[src/rtl/ptp_bus_arb.sv]
// ptp_bus_arb: two-master arbiter/sequencer for the bus2ip_* slave bus.
// M0 (host CPU) and M1 (PTP sequencer) are served one transaction at a time,
// round robin on a tie. Each transfer becomes a single-cycle rd/wr chip-enable.
// Read data is captured RD_LATENCY cycles after the read strobe. Addresses
// outside the int-ctl, RX-buffer and TX-buffer windows complete at once with
// an error ack and never reach the slave.
`timescale 1ns/1ps
module ptp_bus_arb #(
  parameter int unsigned RD_LATENCY = 2,
  parameter logic [31:0] INT_BADDR  = 32'h0000_0300,
  parameter logic [31:0] RXB_BADDR  = 32'h0000_1000,
  parameter logic [31:0] TXB_BADDR  = 32'h0000_2000
) (
  input  logic        bus2ip_clk,
  input  logic        bus2ip_rst_n,
  input  logic        m0_req_i,
  input  logic        m0_we_i,
  input  logic [31:0] m0_addr_i,
  input  logic [31:0] m0_wdata_i,
  output logic        m0_ack_o,
  output logic        m0_err_o,
  output logic [31:0] m0_rdata_o,
  input  logic        m1_req_i,
  input  logic        m1_we_i,
  input  logic [31:0] m1_addr_i,
  input  logic [31:0] m1_wdata_i,
  output logic        m1_ack_o,
  output logic        m1_err_o,
  output logic [31:0] m1_rdata_o,
  output logic [31:0] bus2ip_addr_o,
  output logic [31:0] bus2ip_data_o,
  output logic        bus2ip_rd_ce_o,
  output logic        bus2ip_wr_ce_o,
  input  logic [31:0] ip2bus_data_i
);

  // The wait counter is 3 bits wide, so latencies 1..7 are representable.
  localparam logic [2:0] RD_LAT = RD_LATENCY[2:0];
  localparam int NWIN = 3;
  localparam int NMST = 2;

  // Window bounds held as 33-bit values so base+size can never wrap.
  localparam logic [NWIN-1:0][32:0] WIN_LO = {
    {1'b0, TXB_BADDR},
    {1'b0, RXB_BADDR},
    {1'b0, INT_BADDR}
  };
  localparam logic [NWIN-1:0][32:0] WIN_HI = {
    {1'b0, TXB_BADDR} + 33'h0_0000_1000,
    {1'b0, RXB_BADDR} + 33'h0_0000_1000,
    {1'b0, INT_BADDR} + 33'h0_0000_0100
  };

  typedef enum logic [1:0] {
    ST_IDLE,
    ST_ISSUE,
    ST_RDWAIT,
    ST_ACK
  } state_t;

  state_t      state_reg, state_next;
  logic        gnt_reg, gnt_next;            // master owning the current transfer
  logic        last_gnt_reg, last_gnt_next;  // round-robin memory
  logic        we_reg, we_next;
  logic [2:0]  cnt_reg, cnt_next;
  logic [31:0] bus_addr_reg, bus_addr_next;
  logic [31:0] bus_data_reg, bus_data_next;
  logic        rd_ce_reg, rd_ce_next;
  logic        wr_ce_reg, wr_ce_next;

  // Arbitration result for the current IDLE sample.
  logic        any_req;
  logic        sel_gnt;
  logic        sel_we;
  logic [31:0] sel_addr;
  logic [31:0] sel_wdata;
  logic [NWIN-1:0] win_hit;
  logic        addr_hit;

  // Completion request from the FSM towards the per-master output registers.
  logic        ack_fire;
  logic        ack_err;
  logic        ack_tgt;
  logic        rdata_load;
  logic [31:0] rdata_val;

  logic [NMST-1:0]       ack_vec;
  logic [NMST-1:0]       err_vec;
  logic [NMST-1:0][31:0] rdata_vec;

  assign any_req = m0_req_i | m1_req_i;

  // Pick the requester: a lone request wins, a tie goes to whoever was not served last.
  always_comb begin
    sel_gnt = 1'b0;
    if (m0_req_i && m1_req_i) begin
      sel_gnt = ~last_gnt_reg;
    end else if (m1_req_i) begin
      sel_gnt = 1'b1;
    end
    sel_we    = sel_gnt ? m1_we_i    : m0_we_i;
    sel_addr  = sel_gnt ? m1_addr_i  : m0_addr_i;
    sel_wdata = sel_gnt ? m1_wdata_i : m0_wdata_i;
  end

  // Address decode: one half-open range compare per window.
  genvar gi;
  generate
    for (gi = 0; gi < NWIN; gi++) begin : g_win
      assign win_hit[gi] = ({1'b0, sel_addr} >= WIN_LO[gi]) &&
                           ({1'b0, sel_addr} <  WIN_HI[gi]);
    end
  endgenerate

  assign addr_hit = |win_hit;

  // Next-state and next-output logic; every bus output is the registered copy of a _next value.
  always_comb begin
    state_next    = state_reg;
    gnt_next      = gnt_reg;
    last_gnt_next = last_gnt_reg;
    we_next       = we_reg;
    cnt_next      = cnt_reg;
    bus_addr_next = bus_addr_reg;
    bus_data_next = bus_data_reg;
    rd_ce_next    = 1'b0;
    wr_ce_next    = 1'b0;
    ack_fire      = 1'b0;
    ack_err       = 1'b0;
    ack_tgt       = gnt_reg;
    rdata_load    = 1'b0;
    rdata_val     = 32'h0;

    case (state_reg)
      ST_IDLE: begin
        if (any_req) begin
          gnt_next      = sel_gnt;
          last_gnt_next = sel_gnt;
          we_next       = sel_we;
          if (addr_hit) begin
            state_next    = ST_ISSUE;
            bus_addr_next = sel_addr;
            bus_data_next = sel_wdata;
            wr_ce_next    = sel_we;
            rd_ce_next    = ~sel_we;
          end else begin
            // Decode miss completes without touching the slave; a missed read returns 0.
            state_next = ST_ACK;
            ack_fire   = 1'b1;
            ack_err    = 1'b1;
            ack_tgt    = sel_gnt;
            rdata_load = ~sel_we;
          end
        end
      end

      ST_ISSUE: begin
        if (we_reg) begin
          state_next = ST_ACK;
          ack_fire   = 1'b1;
        end else begin
          state_next = ST_RDWAIT;
          cnt_next   = 3'd1;
        end
      end

      ST_RDWAIT: begin
        if (cnt_reg == RD_LAT) begin
          state_next = ST_ACK;
          ack_fire   = 1'b1;
          rdata_load = 1'b1;
          rdata_val  = ip2bus_data_i;
        end else begin
          cnt_next = cnt_reg + 3'd1;
        end
      end

      ST_ACK: begin
        state_next = ST_IDLE;
      end

      default: begin
        state_next = ST_IDLE;
      end
    endcase
  end

  // Sequencer state and slave-side registers; reset aborts any transfer in flight.
  always_ff @(posedge bus2ip_clk or negedge bus2ip_rst_n) begin
    if (!bus2ip_rst_n) begin
      state_reg    <= ST_IDLE;
      gnt_reg      <= 1'b0;
      last_gnt_reg <= 1'b1;
      we_reg       <= 1'b0;
      cnt_reg      <= 3'd0;
      bus_addr_reg <= 32'h0;
      bus_data_reg <= 32'h0;
      rd_ce_reg    <= 1'b0;
      wr_ce_reg    <= 1'b0;
    end else begin
      state_reg    <= state_next;
      gnt_reg      <= gnt_next;
      last_gnt_reg <= last_gnt_next;
      we_reg       <= we_next;
      cnt_reg      <= cnt_next;
      bus_addr_reg <= bus_addr_next;
      bus_data_reg <= bus_data_next;
      rd_ce_reg    <= rd_ce_next;
      wr_ce_reg    <= wr_ce_next;
    end
  end

  // Per-master completion registers; read data is only replaced by a read ack.
  generate
    for (gi = 0; gi < NMST; gi++) begin : g_mst
      logic        ack_reg;
      logic        err_reg;
      logic [31:0] rdata_reg;
      logic        is_tgt;

      assign is_tgt = (ack_tgt == 1'(gi));

      // Pulse ack/err for one cycle and load read data when this master is the target.
      always_ff @(posedge bus2ip_clk or negedge bus2ip_rst_n) begin
        if (!bus2ip_rst_n) begin
          ack_reg   <= 1'b0;
          err_reg   <= 1'b0;
          rdata_reg <= 32'h0;
        end else begin
          ack_reg <= ack_fire & is_tgt;
          err_reg <= ack_fire & ack_err & is_tgt;
          if (rdata_load && is_tgt) begin
            rdata_reg <= rdata_val;
          end
        end
      end

      assign ack_vec[gi]   = ack_reg;
      assign err_vec[gi]   = err_reg;
      assign rdata_vec[gi] = rdata_reg;
    end
  endgenerate

  assign m0_ack_o       = ack_vec[0];
  assign m0_err_o       = err_vec[0];
  assign m0_rdata_o     = rdata_vec[0];
  assign m1_ack_o       = ack_vec[1];
  assign m1_err_o       = err_vec[1];
  assign m1_rdata_o     = rdata_vec[1];
  assign bus2ip_addr_o  = bus_addr_reg;
  assign bus2ip_data_o  = bus_data_reg;
  assign bus2ip_rd_ce_o = rd_ce_reg;
  assign bus2ip_wr_ce_o = wr_ce_reg;

endmodule
[config.mk]
export PLATFORM = sky130hd
export DESIGN_NAME = ptp_bus_arb
export DESIGN_NICKNAME = d
export VERILOG_FILES = /design/src/rtl/ptp_bus_arb.sv
export SDC_FILE = /design/constraint.sdc
export NUM_CORES = 1
export LEC_CHECK = 0
export CORE_MARGIN = 10
export CORE_UTILIZATION = 38
export CTS_BUF_LIST = sky130_fd_sc_hd__clkbuf_4 sky130_fd_sc_hd__clkbuf_8
export CTS_CLUSTER_SIZE = 28
export DETAILED_ROUTE_END_ITERATION = 12
export PLACE_DENSITY = 0.91
export SYNTH_ARGS = -nofsm -noshare
export SYNTH_HDL_FRONTEND = slang
export SYNTH_SLANG_ARGS = --single-unit
[constraint.sdc]
create_clock -name bus2ip_clk -period 2.25 [get_ports bus2ip_clk]
set_input_delay 0.225 -clock bus2ip_clk [delete_from_list [all_inputs] [get_ports bus2ip_clk]]
set_output_delay 0.225 -clock bus2ip_clk [all_outputs]
set_load 0.05 [all_outputs]
==> impl_results.md <==
* Detail Placement HPWL at between 15000 and 20000 um
* GRT Total Usage at 0.2232
* Initial antenna violation count at 2
* Met3 usage in global routing at 0.06136
* Chip Height at between 100 and 150 um
* Initial DRC count at 662
* Hold Crit Class: input pin to asynchronous set/reset pin
* Clk_lat worst skew at 470 ps
* Syn Area/Cell at ~10 um2
* Ys Warns at 0
* Slew Limit Fails at 0
* GP Congestion at approximately 0.95
* CP required at approximately 2600 ps
* DR pass1 iterations at 7
* Worst setup path class: flop to flop
* Core area at approximately 16000 um2
* Dominant cells by area after synthesis: dfrtp_1 57%, nand2_1 8.1%, a31oi_1 5.0%
* TritonCTS Buffers at 17
* Sequential-to-total area share from yosys stat at 0.5723
* Layout cell share with drive strength beyond 1 at 0.09895
* Placed cell areas at about 9600 um2
* Largest net degree at the start of global routing at 53
* Max-slew headroom at 0.5858
* Final worst path period need at 2280 ps
* Count of final setup violators at 19
* Final Cycle Share at 1.013
* Die width at around 150 um
* Startpoint Class: flop
* Clk_skew at 11.53 ps
* Vias/cell at between 5 and 6
* RSZ-0062 raised after global routing: yes
* Initial Util at 0.3896
* Vias in the first global route at 6451
* Share of the synthesized area in the top cell type at 0.5681
* I/O Buffers at about 300
* DR vias at about 6400
* Critical path capture point type: flop
* Status: finished, violations left
* Number of flops mapped to enable cells by yosys at 0
* # DRC at 0
* Syn Inst Count at just over 600
* WP data arrival at around 2600 ps
* Post-synth top cells: 141 x dfrtp_1, 134 x nand2_1, 54 x nor2_1
* Wirelength per Cell at roughly 22 um
* Wire length of the first global-routing pass at around 38000 um
* Power after layout at around 0.010 W
* Fraction of registers with async set/reset at 1.000
* # IOs at 300
* Drt total wl at between 20000 and 30000 um
* Synth Cell Area at roughly 6200 um2
* Pre-CTS WS at -467.2 ps
* Number of synthesized register bits at 142
* CTS Sinks at between 100 and 150
* Fin cells at 1168
* Main flop type after synthesis: dfrtp_1
* Final Instance Area at 10300 um2
* H-tree depth at 4
* CTS tree: yes
* Leak at roughly 4.6 nW
* Max FO, Critical Path at 32
* Cell Rows at 46
* Netlist cell types at about 40
* GR peak layer: met2
* GRT Residual Overflow at 0
* Met2 GRT Util at 0.3819
* Nets at 1109
* Actual slew at the worst max-slew pin at around 620 ps
* Max clock buf depth at 2
* Pwr Density at 1011 nW/um2
* Syn nets at between 700 and 800
* Maximum clock rate at approximately 440 MHz
* Met1 usage in global routing at 0.2559
* Inst Count DP at ~1100
* Final hold vios at 0
* Final hold slack at about 260 ps
* Violations in the final reports: negative setup slack
* Area grow syn2layout at 65.77%
* Most common cell in the netlist: dfrtp_1
* VDD IR-drop max at 0.5164 mV
* Total die area at ~22000 um2
* CTS Root Cell: clkbuf_8
* Number of nets with antenna violations after routing at 0
* Reg clk slew, reported paths at 80 ps
* Synth area leader: dfrtp_1
* Setup ws final at -30.04 ps
* Max capacitance violation total at 0
## through the flow
stage	setup TNS, ps	utilization
detailed placement	-51760	0.6019
floorplan	0	-
global placement	-50040	0.6019
global route	-2860	0.6458
finish	-209.4	0.6458
CTS	-1190	0.6349
## area by class of cell
| type | count | area, um2 |
|---|---|---|
| clock buffers | 19 | 249.0 |
| well taps | 216 | 270.3 |
| flip-flops and latches | 142 | 3555 |
| multi-input cells | 421 | 2392 |
| diodes | 2 | 5.005 |
| inverters | 5 | 18.77 |
| fillers | 1215 | 5647 |
| repair buffers | 350 | 3666 |
| clock inverters | 13 | 140.1 |
## layer usage
metal  routed length (um)  vias up
met5                    0        -
met4                 1079        0
met3                 1827       77
met2                13300      299
met1                10040     3130
li1                     -     2852
## path summary, 6_finish.rpt
path | start | to | slack [ps] | depth (start not counted)
max | last_gnt_reg$_DFFE_PN1P_ | m0_rdata_o[29]$_DFFE_PN0P_ | -30 | 8
min | bus2ip_rst_n | m1_rdata_o[28]$_DFFE_PN0P_ | 260 | 2
max reg2reg | last_gnt_reg$_DFFE_PN1P_ | m0_rdata_o[29]$_DFFE_PN0P_ | -30 | 8
min reg2reg | bus2ip_addr_o[25]$_DFFE_PN0P_ | bus2ip_addr_o[25]$_DFFE_PN0P_ | 500 | 1
max in group asynchronous | bus2ip_rst_n | m0_rdata_o[31]$_DFFE_PN0P_ | 1210 | 3
min in group bus2ip_clk | m1_wdata_i[2] | bus2ip_data_o[2]$_DFFE_PN0P_ | 320 | 3
## where the power goes
part / switching, W / total (W) / internal [W]
Sequential: 0.000359 / 0.00346 / 0.00310
Combinational: 0.00313 / 0.00491 / 0.00178
Clock: 0.00104 / 0.00205 / 0.00101
Total: 0.00453 / 0.0104 / 0.00588
## placed cells by master, fill, tap and decap left out, types with 3 or more instances in the layout
cell             instances
o211ai_1                33
o21ai_0                  6
nor4_1                   8
a21oi_1                  8
clkbuf_16                4
buf_6                    6
nand2_1                134
a31oi_1                 50
clkinv_2                 3
dfrtp_1                141
clkbuf_8                17
clkinvlp_4               4
nand3_1                  4
nor2b_1                 22
buf_4                   26
nand4_1                 35
nor2_1                  51
inv_1                    5
a22o_1                  32
clkdlybuf4s50_1        298
buf_12                  12
ha_1                     6
nor3_1                   5
## cells by family (layout without fill, tap and decap cells)
kind of cell / count (synthesis) / count (layout) / share of synthesized area
multiplexers: 1 / 1 / 0.001612
buffers and inverters: 57 / 387 / 0.04815
AND/OR/NAND/NOR: 270 / 270 / 0.1966
other: 0 / 2 / 0
flip-flops: 142 / 142 / 0.5723
adder cells (fa/ha/maj): 6 / 6 / 0.01209
AO/OA/AOI/OAI: 144 / 144 / 0.1692
## timing repair
action | in CTS | in global routing
pin swaps | 3 | 44
gates resized for setup | 4 | 10
buffers inserted | 4 | 3
hold buffers | 1 | 0
cloned | 2 | 6
endpoints found under the hold margin | 41 | 0
endpoints found under the setup margin | 126 | 117
## worst max-delay path: stages (launching register included)
cell	delay [ps]
dfstp_2	550
a21bo_1	130
nand4_1	150
o32a_1	430
buf_6	160
a211oi_2	230
a21oi_2	70
buf_12	170
a22o_1	250
Note: power is estimated with default switching activity, not from simulation.
